$ cat config.mk
export PLATFORM = sky130hd
export DESIGN_NAME = keccak_absorb_seq_flat
export DESIGN_NICKNAME = d
export VERILOG_FILES = /design/src/rtl/keccak_absorb_seq_if.sv /design/src/rtl/keccak_absorb_seq.sv /design/src/flat_wrapper.sv
export SDC_FILE = /design/constraint.sdc
export NUM_CORES = 1
export LEC_CHECK = 0
export CAP_MARGIN = 20
export CORE_MARGIN = 1.5
export CORE_UTILIZATION = 43
export CTS_CLUSTER_DIAMETER = 60
export DETAILED_ROUTE_END_ITERATION = 7
export GPL_ROUTABILITY_DRIVEN = 0
export MAX_ROUTING_LAYER = met4
export PLACE_DENSITY_LB_ADDON = 0.08
export SETUP_SLACK_MARGIN = 0.5
export SYNTH_ARGS = -nofsm -noshare
export SYNTH_HDL_FRONTEND = slang
export SYNTH_SLANG_ARGS = --single-unit
$ cat constraint.sdc
create_clock -name rdclk -period 3.19 [get_ports rdclk]
set_input_delay 0.638 -clock rdclk [delete_from_list [all_inputs] [get_ports rdclk]]
set_output_delay 0.638 -clock rdclk [all_outputs]
set_load 0.005 [all_outputs]
$ cat src/rtl/keccak_absorb_seq_if.sv
// keccak_absorb_seq_if
// Bundles the two buses the absorb sequencer talks over: the read port of
// the dual-clock input FIFO and the word-write/permute port of the Keccak
// absorb core. Both live in the FIFO read clock domain.
//
//   fifordy   : FIFO has a word available
//   fifoget   : read request, one word per asserted cycle
//   fifovld   : read data valid, one cycle after fifoget
//   fifodout  : read data
//   fiforderr : FIFO read-side error
//   flush     : one-cycle FIFO flush pulse after an error abort
//   core_wr   : write core_dat into rate buffer word core_wa
//   core_wa   : rate buffer word index
//   core_dat  : word to absorb
//   core_go   : XOR rate buffer into state and permute
//   core_last : qualifies core_go, final block of the message
//   core_busy : core is permuting
//
// master = sequencer side, slave = FIFO/core side.
interface keccak_absorb_seq_if #(
    parameter int WA_W = 6
);
    logic            fifordy;
    logic            fifoget;
    logic            fifovld;
    logic [31:0]     fifodout;
    logic            fiforderr;
    logic            flush;
    logic            core_wr;
    logic [WA_W-1:0] core_wa;
    logic [31:0]     core_dat;
    logic            core_go;
    logic            core_last;
    logic            core_busy;

    modport master (
        input  fifordy, fifovld, fifodout, fiforderr, core_busy,
        output fifoget, flush, core_wr, core_wa, core_dat, core_go, core_last
    );

    modport slave (
        output fifordy, fifovld, fifodout, fiforderr, core_busy,
        input  fifoget, flush, core_wr, core_wa, core_dat, core_go, core_last
    );
endinterface

$ cat src/rtl/keccak_absorb_seq.sv
// keccak_absorb_seq
// Read-side sequencer between the input FIFO and the Keccak absorb core.
// On start it pulls msg_words 32-bit words out of the FIFO, writes them into
// the core rate buffer word by word, appends SHA-3 word-granular padding and
// fires one permutation per rate block.
//
//   rdclk, rdrst : FIFO read clock, async active-high reset
//   start        : one-cycle hash request, only honoured when idle
//   msg_words    : message length in words, sampled with start
//   busy         : high from accepted start until done or error abort
//   done         : one-cycle pulse after the final block has been fired
//   err          : sticky FIFO read error, cleared by the next start
//   bus          : FIFO read port and core write/permute port
module keccak_absorb_seq #(
    parameter int          RATE_WORDS = 34,
    parameter int          WA_W       = 6,
    parameter int          LEN_W      = 16,
    parameter logic [31:0] DS_PAD     = 32'h00000006
) (
    input  logic                  rdclk,
    input  logic                  rdrst,
    input  logic                  start,
    input  logic [LEN_W-1:0]      msg_words,
    output logic                  busy,
    output logic                  done,
    output logic                  err,
    keccak_absorb_seq_if.master   bus
);

    typedef enum logic [2:0] {IDLE, FILL, PAD, FIRE, WAITC} state_t;

    localparam logic [WA_W-1:0]  RW      = WA_W'(RATE_WORDS);
    localparam logic [WA_W-1:0]  LASTIDX = WA_W'(RATE_WORDS - 1);
    localparam logic [LEN_W-1:0] RW_LEN  = LEN_W'(RATE_WORDS);

    state_t          state;
    logic [LEN_W-1:0] rem;
    logic [WA_W-1:0] rcv;
    logic [WA_W-1:0] iss;
    logic [WA_W-1:0] mend;
    logic [WA_W-1:0] need;
    logic            lastblk;
    logic            wfirst;
    logic            abort;
    logic            take;
    logic [31:0]     padword;

    // Block sizing and the pad word for the current index. mend holds the
    // index right after the last message word of the final block, which is
    // where the domain-separation word goes; it may coincide with the last
    // rate index, in which case both pad bits end up in the same word.
    always_comb begin
        need    = (rem >= RW_LEN) ? RW : rem[WA_W-1:0];
        abort   = (state != IDLE) && bus.fiforderr;
        take    = (state == FILL) && bus.fifovld && (iss != rcv) && !abort;
        padword = ((rcv == mend) ? DS_PAD : 32'h0) |
                  ((rcv == LASTIDX) ? 32'h80000000 : 32'h0);
    end

    // Read requests and core writes are combinational from the registered
    // counters so a returning FIFO word lands in the rate buffer the same
    // cycle it arrives. An error cycle suppresses everything.
    always_comb begin
        bus.fifoget   = (state == FILL) && bus.fifordy && (iss < need) && !abort;
        bus.core_wr   = 1'b0;
        bus.core_wa   = rcv;
        bus.core_dat  = 32'h0;
        if (take) begin
            bus.core_wr  = 1'b1;
            bus.core_dat = bus.fifodout;
        end else if ((state == PAD) && !abort) begin
            bus.core_wr  = 1'b1;
            bus.core_dat = padword;
        end
        bus.core_go   = (state == FIRE) && !bus.core_busy && !abort;
        bus.core_last = bus.core_go && lastblk;
    end

    // Main sequencer. A block is finished once every issued read has come
    // back (rcv == need); a full block fires non-last, anything shorter
    // (including the empty block after an exact-multiple message) is padded
    // and fires last. WAITC skips its first cycle because the core may only
    // raise core_busy one cycle after core_go.
    always_ff @(posedge rdclk or posedge rdrst) begin
        if (rdrst) begin
            state     <= IDLE;
            rem       <= '0;
            rcv       <= '0;
            iss       <= '0;
            mend      <= '0;
            lastblk   <= 1'b0;
            wfirst    <= 1'b0;
            busy      <= 1'b0;
            done      <= 1'b0;
            err       <= 1'b0;
            bus.flush <= 1'b0;
        end else begin
            done      <= 1'b0;
            bus.flush <= 1'b0;
            if (abort) begin
                bus.flush <= 1'b1;
                err       <= 1'b1;
                busy      <= 1'b0;
                state     <= IDLE;
            end else begin
                case (state)
                    IDLE: begin
                        if (start) begin
                            rem  <= msg_words;
                            err  <= 1'b0;
                            busy <= 1'b1;
                            rcv  <= '0;
                            iss  <= '0;
                            mend <= '0;
                            state <= (msg_words == '0) ? PAD : FILL;
                        end
                    end
                    FILL: begin
                        if (bus.fifoget) iss <= iss + WA_W'(1);
                        if (take) rcv <= rcv + WA_W'(1);
                        if (rcv == need) begin
                            rem <= rem - LEN_W'(need);
                            if (need == RW) begin
                                lastblk <= 1'b0;
                                state   <= FIRE;
                            end else begin
                                mend  <= rcv;
                                state <= PAD;
                            end
                        end
                    end
                    PAD: begin
                        if (rcv == LASTIDX) begin
                            lastblk <= 1'b1;
                            state   <= FIRE;
                        end else begin
                            rcv <= rcv + WA_W'(1);
                        end
                    end
                    FIRE: begin
                        if (!bus.core_busy) begin
                            if (lastblk) begin
                                done  <= 1'b1;
                                busy  <= 1'b0;
                                state <= IDLE;
                            end else begin
                                wfirst <= 1'b1;
                                state  <= WAITC;
                            end
                        end
                    end
                    WAITC: begin
                        if (wfirst) begin
                            wfirst <= 1'b0;
                        end else if (!bus.core_busy) begin
                            rcv   <= '0;
                            iss   <= '0;
                            state <= FILL;
                        end
                    end
                    default: state <= IDLE;
                endcase
            end
        end
    end

endmodule

$ cat src/flat_wrapper.sv
// flat-port wrapper written by rule: the top's interface ports become plain ports
module keccak_absorb_seq_flat 
#(
    parameter int          RATE_WORDS = 34,
    parameter int          WA_W       = 6,
    parameter int          LEN_W      = 16,
    parameter logic [31:0] DS_PAD     = 32'h00000006
)
  (rdclk, rdrst, start, msg_words, busy, done, err, bus_fifordy, bus_fifovld, bus_fifodout, bus_fiforderr, bus_core_busy, bus_fifoget, bus_flush, bus_core_wr, bus_core_wa, bus_core_dat, bus_core_go, bus_core_last);
  keccak_absorb_seq_if #(.WA_W(WA_W)) bus_i ();
  input  logic rdclk;
  input  logic rdrst;
  input  logic start;
  input  logic [LEN_W-1:0] msg_words;
  output logic busy;
  output logic done;
  output logic err;
  input wire logic [$bits(bus_i.fifordy)-1:0] bus_fifordy;
  input wire logic [$bits(bus_i.fifovld)-1:0] bus_fifovld;
  input wire logic [$bits(bus_i.fifodout)-1:0] bus_fifodout;
  input wire logic [$bits(bus_i.fiforderr)-1:0] bus_fiforderr;
  input wire logic [$bits(bus_i.core_busy)-1:0] bus_core_busy;
  output wire logic [$bits(bus_i.fifoget)-1:0] bus_fifoget;
  output wire logic [$bits(bus_i.flush)-1:0] bus_flush;
  output wire logic [$bits(bus_i.core_wr)-1:0] bus_core_wr;
  output wire logic [$bits(bus_i.core_wa)-1:0] bus_core_wa;
  output wire logic [$bits(bus_i.core_dat)-1:0] bus_core_dat;
  output wire logic [$bits(bus_i.core_go)-1:0] bus_core_go;
  output wire logic [$bits(bus_i.core_last)-1:0] bus_core_last;
  assign bus_i.fifordy = bus_fifordy;
  assign bus_i.fifovld = bus_fifovld;
  assign bus_i.fifodout = bus_fifodout;
  assign bus_i.fiforderr = bus_fiforderr;
  assign bus_i.core_busy = bus_core_busy;
  assign bus_fifoget = bus_i.fifoget;
  assign bus_flush = bus_i.flush;
  assign bus_core_wr = bus_i.core_wr;
  assign bus_core_wa = bus_i.core_wa;
  assign bus_core_dat = bus_i.core_dat;
  assign bus_core_go = bus_i.core_go;
  assign bus_core_last = bus_i.core_last;
  keccak_absorb_seq #(.RATE_WORDS(RATE_WORDS), .WA_W(WA_W), .LEN_W(LEN_W), .DS_PAD(DS_PAD)) u_core (.rdclk(rdclk), .rdrst(rdrst), .start(start), .msg_words(msg_words), .busy(busy), .done(done), .err(err), .bus(bus_i));
endmodule
==> impl_metrics.prom <==
# TYPE chip_impl_metric gauge
chip_impl_info{name="outcome",value="complete, but fails checks"} 1
chip_impl_info{name="violations_in_the_final_reports",value="setup timing"} 1
chip_impl_metric{name="die_area",unit="um2"} 8180
chip_impl_metric{name="floorplan.initialDensity",unit="%"} 44.9
chip_impl_metric{name="postSynthAreaPerCell",unit="um2"} 8.31
chip_impl_metric{name="floorplan.rows",unit=""} 31
chip_impl_metric{name="antenna_cells_inserted",unit=""} 0
chip_impl_info{name="timing_worst_setup_path_type",value="reg -> out"} 1
chip_impl_metric{name="ff_latch_area",unit="um2"} 1080
chip_impl_metric{name="synth_compound_gate_area_share",unit="%"} 24.9
chip_impl_metric{name="internal_power_of_the_cells",unit="mW"} 2.14
chip_impl_metric{name="max_slew.worst_pin.slew",unit="ns"} 0.740
chip_impl_info{name="crit_path_capture_type",value="output pin"} 1
chip_impl_metric{name="cp_slowest_stage_delay",unit="ns"} 0.62
chip_impl_metric{name="detailed_route_wire_length_per_cell",unit="um"} 19.0
chip_impl_metric{name="finalHoldViolCount",unit=""} 0
chip_impl_metric{name="synth_warnings",unit=""} 0
chip_impl_metric{name="place_ws",unit="ns"} -0.209
chip_impl_metric{name="grt_antenna_before_repair",unit=""} 0
chip_impl_metric{name="detail_route.wirelength",unit="um"} 12700
chip_impl_metric{name="p_seq_share",unit="%"} 22.9
chip_impl_metric{name="sw_frac_of_total",unit="%"} 44.5
chip_impl_metric{name="ys_ff_latch",unit=""} 43
chip_impl_metric{name="max-clock-path-buffers",unit=""} 2
chip_impl_info{name="crit_path_end",value="bus_fifoget"} 1
chip_impl_metric{name="synth_xor_area_share",unit="%"} 5.86
chip_impl_info{name="clock_tree.root_cell",value="sky130_fd_sc_hd__clkbuf_8"} 1
chip_impl_metric{name="ff2ff_path_depth",unit=""} 15
chip_impl_metric{name="max-slew-margin-rel",unit="%"} 50.3
chip_impl_metric{name="netlist.area_leader.share",unit="%"} 32.7
chip_impl_metric{name="io_buffers",unit=""} 100
chip_impl_metric{name="synth_seq_area_share",unit="%"} 32.7
chip_impl_metric{name="clock_sink_count",unit=""} 43
chip_impl_metric{name="fin_area",unit="um2"} 5640
chip_impl_metric{name="clock_power_share",unit="%"} 9.3
chip_impl_metric{name="post_dp_cell_area",unit="um2"} 4630
chip_impl_metric{name="max_freq",unit="MHz"} 294
chip_impl_metric{name="gr-usage-all-layers",unit="%"} 29.1
chip_impl_metric{name="avgViaCountPerCell",unit=""} 5.90
chip_impl_metric{name="largest_net_degree_at_the_start_of_global_routing",unit=""} 21
chip_impl_metric{name="cts_buffers",unit=""} 5
chip_impl_metric{name="p_per_area",unit="nW/um2"} 683
chip_impl_info{name="synth_most_common_cell",value="sky130_fd_sc_hd__dfrtp_1"} 1
chip_impl_metric{name="grt_overflow",unit=""} 0
chip_impl_metric{name="top_level_ports",unit=""} 101
chip_impl_metric{name="netlist_instances",unit=""} 396
chip_impl_metric{name="final-instance-count-excl-fill",unit=""} 670
chip_impl_metric{name="final_net_count",unit=""} 634
chip_impl_info{name="origin_of_the_critical_flop_to_flop_path",value="u_core.rem[15]"} 1
chip_impl_info{name="synth_top_family_by_area",value="simple AND/OR/NAND/NOR gates"} 1
chip_impl_metric{name="slew_viol_final",unit=""} 0
chip_impl_info{name="synth.area.top_cells",value="sky130_fd_sc_hd__dfrtp_1 (33%), sky130_fd_sc_hd__and2_1 (5.9%), sky130_fd_sc_hd__nand2_1 (4.6%)"} 1
chip_impl_metric{name="die_y",unit="um"} 90.5
chip_impl_metric{name="clk_pin_slew",unit="ns"} 0.10
chip_impl_metric{name="synth_fa_ha_area_share",unit="%"} 3.42
chip_impl_metric{name="synth.net_count",unit=""} 460
chip_impl_metric{name="syn_area",unit="um2"} 3290
chip_impl_metric{name="combined_area_of_the_multi_input_logic_cells",unit="um2"} 2400
chip_impl_metric{name="final.hold.worst_slack",unit="ns"} 0.493
chip_impl_metric{name="clock-skew-final",unit="ns"} 0.0185
chip_impl_info{name="grt_setup_unrepaired",value="yes"} 1
chip_impl_info{name="worst_path_most_repeated_cell",value="sky130_fd_sc_hd__nand2_1"} 1
chip_impl_metric{name="holdBufCountCts",unit=""} 0
chip_impl_info{name="ys.flop_type",value="sky130_fd_sc_hd__dfrtp_1"} 1
chip_impl_metric{name="period_share",unit="%"} 107
chip_impl_metric{name="timing.critical_path.fanout_max",unit=""} 3
chip_impl_metric{name="timing.final.setup_violations",unit=""} 3
chip_impl_metric{name="power_switching",unit="mW"} 1.71
chip_impl_metric{name="synth_edf_count",unit=""} 0
chip_impl_info{name="r2r_end",value="u_core.iss[5]"} 1
chip_impl_metric{name="total_power",unit="mW"} 3.85
chip_impl_metric{name="signal_arrival_time_at_the_worst_endpoint",unit="ns"} 2.76
chip_impl_info{name="tritoncts",value="done"} 1
chip_impl_info{name="ys_top_cells_by_count",value="sky130_fd_sc_hd__dfrtp_1 (43), sky130_fd_sc_hd__nand2_1 (40), sky130_fd_sc_hd__and2_1 (31), sky130_fd_sc_hd__nor2_1 (29), sky130_fd_sc_hd__clkbuf_1 (23)"} 1
chip_impl_metric{name="synth.area.mux_share",unit="%"} 1.03
chip_impl_metric{name="post_synth_and_or_nand_nor_area_fraction",unit="%"} 27.7
chip_impl_metric{name="first_pass_grt_wire_length",unit="um"} 18600
chip_impl_info{name="chain_of_cells_forming_the_critical_path",value="nor4_1 > nand2_1 > nor3_4 > nand2_1 > ha_1 > o2111ai_2 > a21o_1 > nand2_2 > inv_2 > buf_2"} 1
chip_impl_metric{name="period_minus_slack",unit="ns"} 3.40
chip_impl_metric{name="vias",unit=""} 3954
chip_impl_metric{name="die_w",unit="um"} 90.5
chip_impl_metric{name="maxCapViolCount",unit=""} 0
chip_impl_metric{name="drcViolationCount",unit=""} 0
chip_impl_metric{name="drt_iter0_drc",unit=""} 285
chip_impl_metric{name="drive_gt1_share",unit="%"} 39.8
chip_impl_info{name="worstSetupStartpoint",value="u_core.rem[15]"} 1
chip_impl_metric{name="combinationalPowerShare",unit="%"} 67.8
chip_impl_info{name="post-synth-top-area-cell",value="sky130_fd_sc_hd__dfrtp_1"} 1
chip_impl_info{name="critPathLaunchType",value="flip-flop"} 1
chip_impl_metric{name="required",unit="ns"} 2.55
chip_impl_metric{name="worst-r2r-setup-slack",unit="ns"} -0.03
chip_impl_metric{name="grt_pass1_vias",unit=""} 3771
chip_impl_metric{name="first_pass_iters",unit=""} 5
chip_impl_metric{name="final.fill_count",unit=""} 476
chip_impl_metric{name="synth_async_sr_flop_share",unit="%"} 100
chip_impl_metric{name="number_of_cells_after_detailed_placement",unit=""} 607
chip_impl_metric{name="htree_levels",unit=""} 2
chip_impl_metric{name="place_hpwl",unit="um"} 7520
chip_impl_metric{name="power_leakage",unit="nW"} 2.47
chip_impl_info{name="timing.hold.worst.class",value="reg -> reg"} 1
chip_impl_info{name="crit_slowest_cell",value="sky130_fd_sc_hd__nor4_1"} 1
chip_impl_metric{name="synth.lib_cells_used.distinct",unit=""} 67
chip_impl_metric{name="final_antenna_net_count",unit=""} 0
chip_impl_metric{name="final_worst_setup_slack",unit="ns"} -0.208
chip_impl_metric{name="worst_skew_pair.late_latency",unit="ns"} 0.31
chip_impl_metric{name="areaGrowthSynthToFinish",unit="%"} 71.5
chip_impl_metric{name="design.core.area",unit="um2"} 7330
chip_impl_metric{name="power.ir.vdd_worst",unit="uV"} 472
-- worst max-delay path, delay by kind of cell, from the launching register on --
family	cells	cell delay (ns)
AND/OR/NAND/NOR	5	1.28
AO/OA/AOI/OAI	2	0.33
adder cells (fa/ha/maj)	1	0.30
buffers and inverters	2	0.14
flip-flops	1	0.40
-- logic make-up after synthesis --
logic type               count (synthesis)
AO/OA/AOI/OAI                          116
AND/OR/NAND/NOR                        169
buffers and inverters                   34
other                                    1
XOR/XNOR                                22
multiplexers                             2
flip-flops                              43
adder cells (fa/ha/maj)                  9
-- worst min-delay path by stage --
stage,start,to,slack [ns],cells after the start
final,u_core.err,u_core.err,0.49,1
after CTS,u_core.err,u_core.err,0.50,1
after detailed placement,u_core.err,u_core.err,0.48,1
after global placement,u_core.err,u_core.err,0.46,1
after floorplan,u_core.rem[9],u_core.rem[9],0.46,1
after global routing,u_core.err,u_core.err,0.52,1
-- per-stage QoR --
stage | TNS, ns | util [%]
final | -0.272 | 76.9
after global routing | -0.845 | 76.9
after CTS | -0.153 | 70.4
after detailed placement | -0.209 | 63.2
after global placement | -0.147 | 63.2
after floorplan | 0 | -
-- per-layer routing --
metal	vias up	track usage (%)	part of all wire [%]
li1	1802	-	-
met1	1908	33.6	38
met2	210	51.1	51
met3	34	4.71	7.6
met4	0	9.52	2.7
met5	-	-	0
-- flip-flops by register name, indices dropped and copies added (netlist names) --
| register | flops |
|---|---|
| u_core.bus.core_wa | 6 |
| u_core.bus.flush | 1 |
| u_core.busy | 1 |
| u_core.done | 1 |
| u_core.err | 1 |
| u_core.iss | 6 |
| u_core.lastblk | 1 |
| u_core.mend | 6 |
| u_core.rem | 16 |
| u_core.state | 3 |
| u_core.wfirst | 1 |
-- cell type report --
| class | count | share of cell area (%) |
|---|---|---|
| clock inverter | 2 | 0.222 |
| timing repair buffer | 193 | 34.1 |
| sequential | 43 | 19.2 |
| tap | 99 | 2.20 |
| multi-input combinational | 320 | 42.5 |
| clock buffer | 6 | 1.29 |
| inverter | 7 | 0.466 |
-- repair_timing --
action,in CTS,in global routing
resized for setup,189,90
pin swaps,43,37
buffers inserted,30,18
cloned,5,2
endpoints found under the setup margin,65,70
-- layout by cell type (no fill, tap or decap), types with 5 or more instances in the layout --
master / instances
sky130_fd_sc_hd__a21o_1: 6
sky130_fd_sc_hd__a21oi_1: 15
sky130_fd_sc_hd__a22o_1: 8
sky130_fd_sc_hd__and2_1: 6
sky130_fd_sc_hd__and2_4: 25
sky130_fd_sc_hd__buf_2: 7
sky130_fd_sc_hd__buf_4: 60
sky130_fd_sc_hd__buf_6: 45
sky130_fd_sc_hd__clkbuf_8: 5
sky130_fd_sc_hd__clkdlybuf4s50_1: 62
sky130_fd_sc_hd__dfrtp_1: 36
sky130_fd_sc_hd__dfrtp_2: 7
sky130_fd_sc_hd__ha_1: 8
sky130_fd_sc_hd__nand2_1: 36
sky130_fd_sc_hd__nand2b_1: 6
sky130_fd_sc_hd__nand3_1: 9
sky130_fd_sc_hd__nand4_1: 5
sky130_fd_sc_hd__nor2_1: 25
sky130_fd_sc_hd__nor3_1: 7
sky130_fd_sc_hd__nor4_1: 11
sky130_fd_sc_hd__o211ai_1: 5
sky130_fd_sc_hd__o21ai_0: 8
sky130_fd_sc_hd__o21ai_1: 7
sky130_fd_sc_hd__o21ai_2: 10
sky130_fd_sc_hd__o31ai_1: 5
sky130_fd_sc_hd__xnor2_1: 11
sky130_fd_sc_hd__xor2_1: 11
-- power groups by stage --
stage	Sequential, mW	Clock, mW	Combinational (mW)
after floorplan	0.824	0	1.21
after global placement	0.891	0	1.86
after detailed placement	0.898	0	1.88
after CTS	0.865	0.358	2.24
after global routing	0.901	0.385	2.78
final	0.882	0.359	2.61
(Power assumes the default switching activity.)
